### config.mk
export PLATFORM = sky130hd
export DESIGN_NAME = ps2_host_tx
export DESIGN_NICKNAME = d
export VERILOG_FILES = /design/src/rtl/ps2_pkg.sv /design/src/rtl/ps2_line_sync.sv /design/src/rtl/ps2_host_tx.sv
export SDC_FILE = /design/constraint.sdc
export NUM_CORES = 1
export LEC_CHECK = 0
export ABC_AREA = 1
export ABC_CLOCK_PERIOD_IN_PS = 2800
export BUFFER_PORTS_ARGS = -buffer_cell sky130_fd_sc_hd__buf_2
export CELL_PAD_IN_SITES_DETAIL_PLACEMENT = 0
export CELL_PAD_IN_SITES_GLOBAL_PLACEMENT = 2
export CORE_UTILIZATION = 39
export CTS_CLUSTER_SIZE = 24
export DETAILED_ROUTE_END_ITERATION = 12
export GPL_TIMING_DRIVEN = 0
export HOLD_SLACK_MARGIN = 0.1
export MAX_ROUTING_LAYER = met4
export PLACE_DENSITY = 0.88
export REMOVE_ABC_BUFFERS = 1
export SLEW_MARGIN = 5
export SYNTH_ARGS = -nofsm -noshare
export SYNTH_HDL_FRONTEND = slang
export SYNTH_HIERARCHICAL = 1
export SYNTH_SLANG_ARGS = --single-unit
### constraint.sdc
create_clock -name clk -period 2.8 [get_ports clk]
set_input_delay 0.28 -clock clk [delete_from_list [all_inputs] [get_ports clk]]
set_output_delay 0.28 -clock clk [all_outputs]
set_load 0.05 [all_outputs]
### src/rtl/ps2_pkg.sv
// Shared types and helpers for the PS/2 host transmitter and its companions.
package ps2_pkg;

    typedef enum logic [2:0] {
        IDLE,
        INHIBIT,
        REQ,
        SHIFT,
        ACK,
        WAIT_IDLE
    } state_t;

    localparam logic [1:0] ST_ACK     = 2'b00;
    localparam logic [1:0] ST_NACK    = 2'b01;
    localparam logic [1:0] ST_TIMEOUT = 2'b10;

    function automatic logic odd_parity(input logic [7:0] b);
        return ~^b;
    endfunction

endpackage

### src/rtl/ps2_line_sync.sv
// Two-flop synchroniser with falling-edge detect for one raw PS/2 line.
module ps2_line_sync
    import ps2_pkg::*;
(
    input  logic clk,
    input  logic rst_n,
    input  logic line_in,
    output logic line_sync,
    output logic line_fall
);

    logic meta;
    logic prev;

    // Idle PS/2 lines are high, so reset to 1 to avoid a spurious fall.
    always_ff @(posedge clk or negedge rst_n) begin
        if (!rst_n) begin
            meta      <= 1'b1;
            line_sync <= 1'b1;
            prev      <= 1'b1;
        end else begin
            meta      <= line_in;
            line_sync <= meta;
            prev      <= line_sync;
        end
    end

    assign line_fall = prev & ~line_sync;

endmodule

### src/rtl/ps2_host_tx.sv
// PS/2 host-to-device transmitter: sends one command byte over open-drain
// clock/data lines and reports ACK, NACK or timeout.
module ps2_host_tx
    import ps2_pkg::*;
#(
    parameter int INHIBIT_CYCLES = 12000,
    parameter int TIMEOUT_CYCLES = 1500000
) (
    input  logic       clk,
    input  logic       rst_n,
    input  logic [7:0] tx_data,
    input  logic       tx_valid,
    output logic       tx_ready,
    output logic       busy,
    output logic       done,
    output logic [1:0] status,
    input  logic       ps2_clk_in,
    input  logic       ps2_data_in,
    output logic       ps2_clk_drive_low,
    output logic       ps2_data_drive_low
);

    localparam int IW = $clog2(INHIBIT_CYCLES + 1);
    localparam int TW = $clog2(TIMEOUT_CYCLES + 1);
    localparam logic [IW-1:0] INH_LAST = IW'(INHIBIT_CYCLES - 1);
    localparam logic [IW-1:0] INH_PRE  = IW'(INHIBIT_CYCLES - 2);
    localparam logic [TW-1:0] TO_LAST  = TW'(TIMEOUT_CYCLES - 1);

    state_t        state;
    logic [8:0]    shift_q;
    logic [3:0]    bit_idx;
    logic [IW-1:0] inh_cnt;
    logic [TW-1:0] to_cnt;
    logic [1:0]    rec_status;
    logic          clk_sync;
    logic          clk_fall;
    logic          data_sync;
    logic          data_fall_unused;
    logic          timing;

    ps2_line_sync u_clk_sync (
        .clk       (clk),
        .rst_n     (rst_n),
        .line_in   (ps2_clk_in),
        .line_sync (clk_sync),
        .line_fall (clk_fall)
    );

    ps2_line_sync u_data_sync (
        .clk       (clk),
        .rst_n     (rst_n),
        .line_in   (ps2_data_in),
        .line_sync (data_sync),
        .line_fall (data_fall_unused)
    );

    assign timing = (state == REQ) || (state == SHIFT) ||
                    (state == ACK) || (state == WAIT_IDLE);

    // shift_q holds {parity, data}; shifting in ones makes the 10th fall release the line.
    always_ff @(posedge clk or negedge rst_n) begin
        if (!rst_n) begin
            state              <= IDLE;
            shift_q            <= '1;
            bit_idx            <= '0;
            inh_cnt            <= '0;
            to_cnt             <= '0;
            rec_status         <= ST_ACK;
            tx_ready           <= 1'b1;
            busy               <= 1'b0;
            done               <= 1'b0;
            status             <= ST_ACK;
            ps2_clk_drive_low  <= 1'b0;
            ps2_data_drive_low <= 1'b0;
        end else begin
            done <= 1'b0;
            if (timing) begin
                to_cnt <= to_cnt + 1'b1;
            end else begin
                to_cnt <= '0;
            end

            if (timing && to_cnt == TO_LAST) begin
                state              <= IDLE;
                tx_ready           <= 1'b1;
                busy               <= 1'b0;
                done               <= 1'b1;
                status             <= ST_TIMEOUT;
                ps2_clk_drive_low  <= 1'b0;
                ps2_data_drive_low <= 1'b0;
            end else begin
                case (state)
                    IDLE: begin
                        if (tx_valid && tx_ready && !done) begin
                            shift_q           <= {odd_parity(tx_data), tx_data};
                            inh_cnt           <= '0;
                            bit_idx           <= '0;
                            tx_ready          <= 1'b0;
                            busy              <= 1'b1;
                            ps2_clk_drive_low <= 1'b1;
                            state             <= INHIBIT;
                        end
                    end
                    INHIBIT: begin
                        inh_cnt <= inh_cnt + 1'b1;
                        if (inh_cnt == INH_PRE) begin
                            ps2_data_drive_low <= 1'b1;
                        end
                        if (inh_cnt == INH_LAST) begin
                            ps2_clk_drive_low <= 1'b0;
                            state             <= REQ;
                        end
                    end
                    REQ, SHIFT: begin
                        if (clk_fall) begin
                            ps2_data_drive_low <= ~shift_q[0];
                            shift_q            <= {1'b1, shift_q[8:1]};
                            bit_idx            <= bit_idx + 1'b1;
                            state              <= (bit_idx == 4'd9) ? ACK : SHIFT;
                        end
                    end
                    ACK: begin
                        if (clk_fall) begin
                            rec_status <= data_sync ? ST_NACK : ST_ACK;
                            state      <= WAIT_IDLE;
                        end
                    end
                    WAIT_IDLE: begin
                        if (clk_sync && data_sync) begin
                            done     <= 1'b1;
                            status   <= rec_status;
                            tx_ready <= 1'b1;
                            busy     <= 1'b0;
                            state    <= IDLE;
                        end
                    end
                    default: state <= IDLE;
                endcase
            end
        end
    end

endmodule

## After elaboration in Yosys (flattened, before gate mapping)

Cells that the tools add are included.

| word-level totals | value |
|---|---|
| logic and storage cells | 106 |
| output and inout port bits | 7 |
| bits in registers | 65 |
| input bits | 13 |

| operators by class | value |
|---|---|
| equal/unequal tests | 17 |
| mux-type cells | 39 |
| $add $sub $neg | 3 |
| bitwise gates (word level) | 4 |
| reduce and logical (&&, ||, !) cells | 26 |

Operators by type and width:

| kind | count |
|---|---|
| 14-bit == test (second input constant) | 2 |
| 14-bit case mux with 2 select lines | 1 |
| 21-bit by 1-bit adder with 21-bit output (second input constant) | 1 |
| 21-bit == test (second input constant) | 1 |
| 21-bit two-way mux | 1 |
| 3-bit two-way mux | 7 |
| 9-bit two-way mux | 2 |
| 9-bit case mux with 2 select lines | 1 |
| 1-bit two-way mux | 15 |
| 3-bit case mux with 5 select lines | 1 |
| 3-bit AND reduction | 5 |
| 14-bit by 1-bit adder with 14-bit output (second input constant) | 1 |
| 14-bit two-way mux | 1 |
| 3-bit inequality test (second input constant) | 4 |
| 3-bit nonzero test | 3 |
| 4-bit two-way mux | 2 |
| 1-bit case mux with 2 select lines | 4 |
| 4-bit case mux with 2 select lines | 1 |
| 2-bit nonzero test | 4 |
| 8-bit XNOR reduction | 1 |
| 3-bit by 2-bit == test with 1-bit output (second input constant) | 2 |
| 3-bit == test (second input constant) | 2 |
| 2-bit two-way mux | 3 |
| 5-bit AND reduction | 1 |
| other kinds (15) | 23 |

## Depth between registers and ports, before layout

Gate-level depths: netlist (run 1).

| depth | value |
|---|---|
| depth after elaboration | 7 |
| depth in mapped cells | 11 |
| depth with buffers taken out | 11 |

## Hierarchy

The synthesis (run 1) kept the hierarchy.

By module, submodules not included:

| module | area each (µm²) | seq. area each (µm²) | instances | cells each |
|---|---|---|---|---|
| ps2_host_tx | 3374.5 | 1488.9 | 1 | 451 |
| ps2_line_sync | 88.8 | 78.8 | 2 | 5 |

## Least setup slack after synthesis (run 1)

No wires, ideal clock.

| path | value |
|---|---|
| kind | flip-flop to flip-flop |
| start point | register tx_ready |
| end point | register inh_cnt[2] |
| path buffers | 1 |
| arrival time | 1.663 ns |
| required time | 2.672 ns |
| slack | 1.008 ns |
| stages on the path, launching flop included | 9 |
| cell sequence | dfstp_2 -> nand2_1 -> o21ai_0 -> nand2_1 -> nor2_1 -> buf_2 -> inv_1 -> nand2_1 -> o21ai_0 |

| between the ends | value |
|---|---|
| cells in the longest elaborated chain, start to end | 4 |

RTL lines:

| element | line | text |
|---|---|---|
| start, declared | ps2_host_tx.sv:13 | `output logic tx_ready,` |
| start signal, assigned | ps2_host_tx.sv:69 | `tx_ready <= 1'b1;` |
| start signal, assigned | ps2_host_tx.sv:85 | `tx_ready <= 1'b1;` |
| start signal, assigned | ps2_host_tx.sv:98 | `tx_ready <= 1'b0;` |
| 1-bit logical AND (2 in series) | ps2_host_tx.sv:94 | `if (tx_valid && tx_ready && !done) begin` |
| 2-bit inequality test (no line) | -- |  |
| 3-bit AND reduction (no line) | -- |  |
| end signal, assigned | ps2_host_tx.sv:105 | `inh_cnt <= inh_cnt + 1'b1;` |
| end, declared | ps2_host_tx.sv:32 | `logic [IW-1:0] inh_cnt;` |

Every way passes these cells.
A chain may end at the register's enable or synchronous reset.

## Worst setup path in the final report (run 1)

| path | value |
|---|---|
| start point | register state[2] |
| end point | register bit_idx[2] |

| between the ends | value |
|---|---|
| cells in the longest elaborated chain, start to end | 7 |
| elaborated cells on any way between the ends | 16 |
| classes of those cells | 6 x eq/ne; 1 x mux; 1 x bitwise; 8 x reduce/logical |

RTL lines:

| element | line | text |
|---|---|---|
| start, declared | ps2_host_tx.sv:29 | `state_t state;` |
| start signal, assigned | ps2_host_tx.sv:119 | `state <= (bit_idx == 4'd9) ? ACK : SHIFT;` |
| 3-bit by 2-bit == test with 1-bit output | ps2_host_tx.sv:57, ps2_host_tx.sv:92 |  |
| 1-bit logical OR (2 in series) | ps2_host_tx.sv:57 | `assign timing = (state == REQ) \|\| (state == SHIFT) \|\|` |
| 1-bit logical OR | ps2_host_tx.sv:58 | `(state == ACK) \|\| (state == WAIT_IDLE);` |
| 1-bit logical AND | ps2_host_tx.sv:83 | `if (timing && to_cnt == TO_LAST) begin` |
| 1-bit inverter (no line) | -- |  |
| 4-bit AND reduction (no line) | -- |  |
| end signal, assigned | ps2_host_tx.sv:118 | `bit_idx <= bit_idx + 1'b1;` |
| end, declared | ps2_host_tx.sv:31 | `logic [3:0] bit_idx;` |

Several ways; a longest one is shown, not always the timed one.

==> impl_metrics.csv, run 1 <==
group,metric,value,unit
critical_path,cp_data_required_time,3040,ps
floorplan,core_area,8721,sq um
critical_path,cp-end-kind,"flip-flop",
power_and_ir_drop,power_leakage,1.883,nW
finish,fin_cells,598,
min_path,min_path_cells,5,
floorplan,dieArea,9398,sq um
critical_path,r2r_slack,350,ps
clock_tree,clk_pin_slew,70,ps
global_routing,grt_pass1_vias,2890,
clock_tree,clk_latency,340,ps
global_routing,grt_util_met2,29.74,%
finish,final_nets,503,
sta,maxSlewHeadroom,45.92,%
finish,area_growth,12.31,%
critical_path,worstSetupPathType,"reg2reg",
critical_path,cp_data_arrival_time,2690,ps
min_path,min_to,"shift_q[3]",
global_routing,met1_usage,22.22,%
global_routing,met3_usage,3.757,%
global_routing,busiest_layer,"met2",
global_routing,grt_pass1_wl,13.32,mm
finish,seq_area,1620,sq um
finish,drive_gt1_share,12.86,%
drt,avgViaCountPerCell,4.844,
drt,firstDrtPassIters,4,
global_routing,antenna_found_initial,0,
sta,max_freq,407.9,MHz
critical_path,r2r.worst_path.cells,9,
power_and_ir_drop,peakVddDrop,278.7,uV
place,dp.cells,579,
sta,fin_crit_sh,87.56,%
global_routing,globalRouteTotalUtil,18.03,%
clock_tree,cts_made_buffers,9,
drt,routedWlPerCell,12.33,microns
min_path,min_from,"tx_data[3]",
finish,mostFrequentLayoutCells,"nand2_1 (108), inv_1 (65), nor2_1 (60)",
clock_tree,htree_levels,3,
clock_tree,cts_buffer_depth,2,
critical_path,cp-start-kind,"flip-flop",
sta,tightestPinTransition,811.2,ps
floorplan,ioPinCount,20,
place,globalplace.congestion,0.7982,
drt,drc,0,
power_and_ir_drop,power.density,810.0,nW/um^2
critical_path,crit_path_max_incr_delay,560,ps
sta,timing.final.hold_violations,0,
critical_path,cp_cell_sequence,"inv_1, nand2_2, nand3_4, nand2_4, nor2_4, nor3_4, inv_1, nand2_1, nand2_1",
drt,vias,2897,
sta,setup-violations-final,0,
finish,layout_commonest_cell,"nand2_1",
logic_synthesis,syn-cell-area,3516,sq um
min_path,hp-class,"in2reg",
critical_path,cp_slowest_cell,"nor3_4",
sta,fin_ws,348.5,ps
place,hpwl,5.243,mm
critical_path,cp_num_buf_inv,2,
flow_run,maxCapViolations,0,
drt,antenna_left,0,
critical_path,cp_max_fo,24,
power_and_ir_drop,power,3.199,mW
sta,slew_violations,0,
global_routing,grt_max_degree,65,
sta,rsz0062_at_grt,"no",
global_routing,grt_overflow_total,0,
clock_tree,root_buffer,"clkbuf_8",
sta,fin_crit,2452,ps
clock_tree,cts_sinks,64,
critical_path,critPathTopFamily,"simple AND/OR/NAND/NOR gates",
place,io_buffer_count,19,
finish,fillers,899,
run_status,status,"finished clean",
finish,n_antenna_cell,0,
logic_synthesis,synthCells,458,
sta,fin_tns_setup,0,ps
place,pre_cts_slack,49.41,ps
critical_path,rr_endpoint,"bit_idx[2]",
finish,multi_input_comb_area,1613,sq um
drt,drt_wl_total,7.373,mm
floorplan,die_x,96.95,microns
logic_synthesis,syn_area_per_cell,7.677,sq um
sta,finalClockSkew,11.64,ps
logic_synthesis,yosysWarnings,6,
floorplan,rows,34,
floorplan,die_h,96.95,microns
clock_tree,cts_tree,"done",
floorplan,start_util,40.32,%
critical_path,r2r_start,"state[2]",
drt,drtIter0Drc,94,
[layout make-up]
class / instances / area share [%]
multi-input cells: 323 / 40.84
repair buffers: 22 / 3.232
clock buffers: 13 / 4.278
well taps: 108 / 3.422
flip-flops and latches: 64 / 41.03
inverters: 65 / 6.179
clock inverters: 3 / 1.014
[flip-flops by register name (all words and copies together), names as in the netlist, 2 cells and up]
name     flops
bit_idx      4
inh_cnt     14
status       2
to_cnt      21
shift_q      9
state        3
[per-stage QoR]
step                      instance area [sq um]  util, %  hold WS [ps]
final                                      3949    45.28         285.2
after global routing                       3949    45.28         314.0
after CTS                                  3946    45.25         281.6
after detailed placement                   3707    42.51         348.7
after global placement                     3705    42.48         348.5
after floorplan                            3475        -        -15.59
[timing repair]
| action | CTS | global route |
|---|---|---|
| gates resized for setup | 0 | 1 |
| endpoints found under the setup margin | 0 | 13 |
| hold buffers | 3 | 0 |
| buffers inserted | 0 | 0 |
| hold endpoints to repair | 51 | 0 |
[how the worst max path moves through the flow]
stage                        start         end  slack (ps)  cells after the start
after CTS                 state[2]  bit_idx[2]          30                      9
after floorplan           state[2]  bit_idx[2]         730                      9
final                     state[2]  bit_idx[2]         350                      9
after detailed placement  state[2]  bit_idx[2]          50                      9
after global placement    state[2]  bit_idx[2]          30                      9
after global routing      state[2]  bit_idx[2]          10                      9
[worst register-to-register path, delay by kind of cell (launching register included)]
kind / cells / cell delay (ps)
buffers and inverters: 2 / 340
DFF: 1 / 450
and+or+nand+nor: 7 / 1550
[metal layers]
| metal | wire, microns | vias up |
|---|---|---|
| met5 | 0 | - |
| met4 | 82 | 0 |
| met3 | 239 | 13 |
| met2 | 3696 | 33 |
| met1 | 3355 | 1328 |
| li1 | - | 1523 |
[where the power goes]
group	switching, mW	internal [mW]
logic	0.755	0.333
clock network	0.349	0.482
registers	0.128	1.15
Power figures use the tool's default switching activity.
==> run 2, diff against run 1 <==
- ABC_AREA: 1 -> unset
- CORE_UTILIZATION: 39 -> 40
- CTS_CLUSTER_DIAMETER: unset -> 80
- PLACE_DENSITY: 0.88 -> 0.84
- SKIP_CTS_REPAIR_TIMING: unset -> 1
==> impl_metrics.csv, run 2 <==
group,metric,value,unit
run_status,status,"finished clean",
sta,finalClockSkew,10.35,ps
finish,final_nets,377,
logic_synthesis,yosysWarnings,6,
critical_path,cp_max_fo,16,
critical_path,cp_data_arrival_time,2500,ps
clock_tree,clk_pin_slew,70,ps
logic_synthesis,syn_area_per_cell,9.758,sq um
sta,fin_ws,558.2,ps
place,hpwl,4.698,mm
drt,drc,0,
power_and_ir_drop,power_leakage,1.467,nW
power_and_ir_drop,peakVddDrop,224.0,uV
critical_path,r2r_slack,560,ps
global_routing,globalRouteTotalUtil,18.70,%
floorplan,ioPinCount,20,
critical_path,cp_data_required_time,3060,ps
critical_path,r2r.worst_path.cells,6,
global_routing,grt_pass1_vias,2399,
finish,drive_gt1_share,17.08,%
sta,tightestPinTransition,836.9,ps
logic_synthesis,syn-cell-area,3298,sq um
drt,vias,2504,
clock_tree,cts_buffer_depth,2,
global_routing,grt_overflow_total,0,
sta,fin_tns_setup,0,ps
min_path,min_from,"tx_data[3]",
sta,rsz0062_at_grt,"no",
drt,firstDrtPassIters,4,
clock_tree,root_buffer,"clkbuf_8",
sta,timing.final.hold_violations,0,
floorplan,die_x,92.81,microns
min_path,min_path_cells,3,
logic_synthesis,synthCells,338,
sta,max_freq,446.1,MHz
min_path,min_to,"shift_q[3]",
finish,largest_register_ffs,21,
clock_tree,cts_tree,"done",
clock_tree,cts_made_buffers,9,
critical_path,rr_endpoint,"bit_idx[3]",
power_and_ir_drop,power.density,466.3,nW/um^2
floorplan,core_area,7848,sq um
finish,layout_commonest_cell,"dfrtp_1",
drt,antenna_left,0,
sta,slew_violations,0,
flow_run,maxCapViolations,0,
place,io_buffer_count,19,
critical_path,cp-start-kind,"flip-flop",
drt,drt_wl_total,7.038,mm
place,pre_cts_slack,595.8,ps
floorplan,dieArea,8613,sq um
clock_tree,clk_latency,340,ps
clock_tree,htree_levels,3,
sta,fin_crit_sh,80.07,%
drt,routedWlPerCell,15.14,microns
clock_tree,cts_sinks,64,
floorplan,rows,32,
floorplan,start_util,42.03,%
finish,fillers,796,
finish,n_antenna_cell,0,
sta,setup-violations-final,0,
finish,largest_register,"to_cnt",
finish,reg.largest.list,"to_cnt (21), inh_cnt (14), shift_q (9)",
critical_path,cp-end-kind,"flip-flop",
place,globalplace.congestion,0.7599,
finish,mostFrequentLayoutCells,"dfrtp_1 (49), nor2_1 (48), nand2_1 (21), o21ai_0 (21), a21oi_1 (19)",
global_routing,grt_max_degree,65,
global_routing,grt_pass1_wl,12.05,mm
critical_path,r2r_start,"to_cnt[0]",
place,place_area,3457,sq um
global_routing,antenna_found_initial,0,
drt,drtIter0Drc,148,
sta,fin_crit,2242,ps
floorplan,die_h,92.81,microns
finish,area_growth,10.96,%
drt,avgViaCountPerCell,5.385,
finish,final_cell_area,3660,sq um
critical_path,worstSetupPathType,"reg2reg",
sta,maxSlewHeadroom,44.00,%
min_path,hp-class,"in2reg",
[run 2: cell type report]
type / count / area, sq um / share of cell area [%]
inverter: 10 / 37.54 / 1.026
sequential: 64 / 1620 / 44.27
multi-input combinational: 252 / 1574 / 43.01
tap: 102 / 127.6 / 3.487
clock inverter: 3 / 17.52 / 0.4786
clock buffer: 12 / 155.1 / 4.239
timing repair buffer: 22 / 127.6 / 3.487
[run 2: routing by layer]
metal	global-route usage (%)	vias to the layer above	part of all wire [%]
li1	-	1238	-
met1	26.01	1229	51
met2	26.41	33	45
met3	4.680	4	3.1
met4	6.538	0	1.1
met5	-	-	0
[run 2: report_power, final]
group | leakage [nW] | switching, mW | internal, mW
clock network | 0.0882 | 0.356 | 0.362
logic | 0.569 | 0.0322 | 0.0224
registers | 0.810 | 0.00225 | 0.932
total | 1.47 | 0.390 | 1.32
[run 2: per-stage QoR]
step                      power [mW]  util [%]  std cells  hold slack [ps]
after global placement         1.003     44.02        447            350.4
after detailed placement       1.004     44.05        447            347.3
final                          1.706     46.64        465            201.9
after floorplan               0.9706         -        326           -15.59
after global routing           1.779     46.64        465            207.3
after CTS                      1.729     46.25        462            22.35
[run 2: worst max-delay path by stage]
stage               startpoint  slack (ps)             to
floorplan             state[2]         850  rec_status[0]
global placement     to_cnt[0]         620     bit_idx[3]
detailed placement   to_cnt[0]         600     bit_idx[2]
CTS                  to_cnt[0]         570     bit_idx[2]
global route         to_cnt[0]         340     bit_idx[3]
finish               to_cnt[0]         560     bit_idx[3]
[run 2: worst max-delay path: stages, from the launching register on]
cell     delay, ps
dfrtp_1        390
ha_1           250
nand4_1        160
or3_1          460
o21ai_2        560
o21ai_0        190
a21oi_1        160
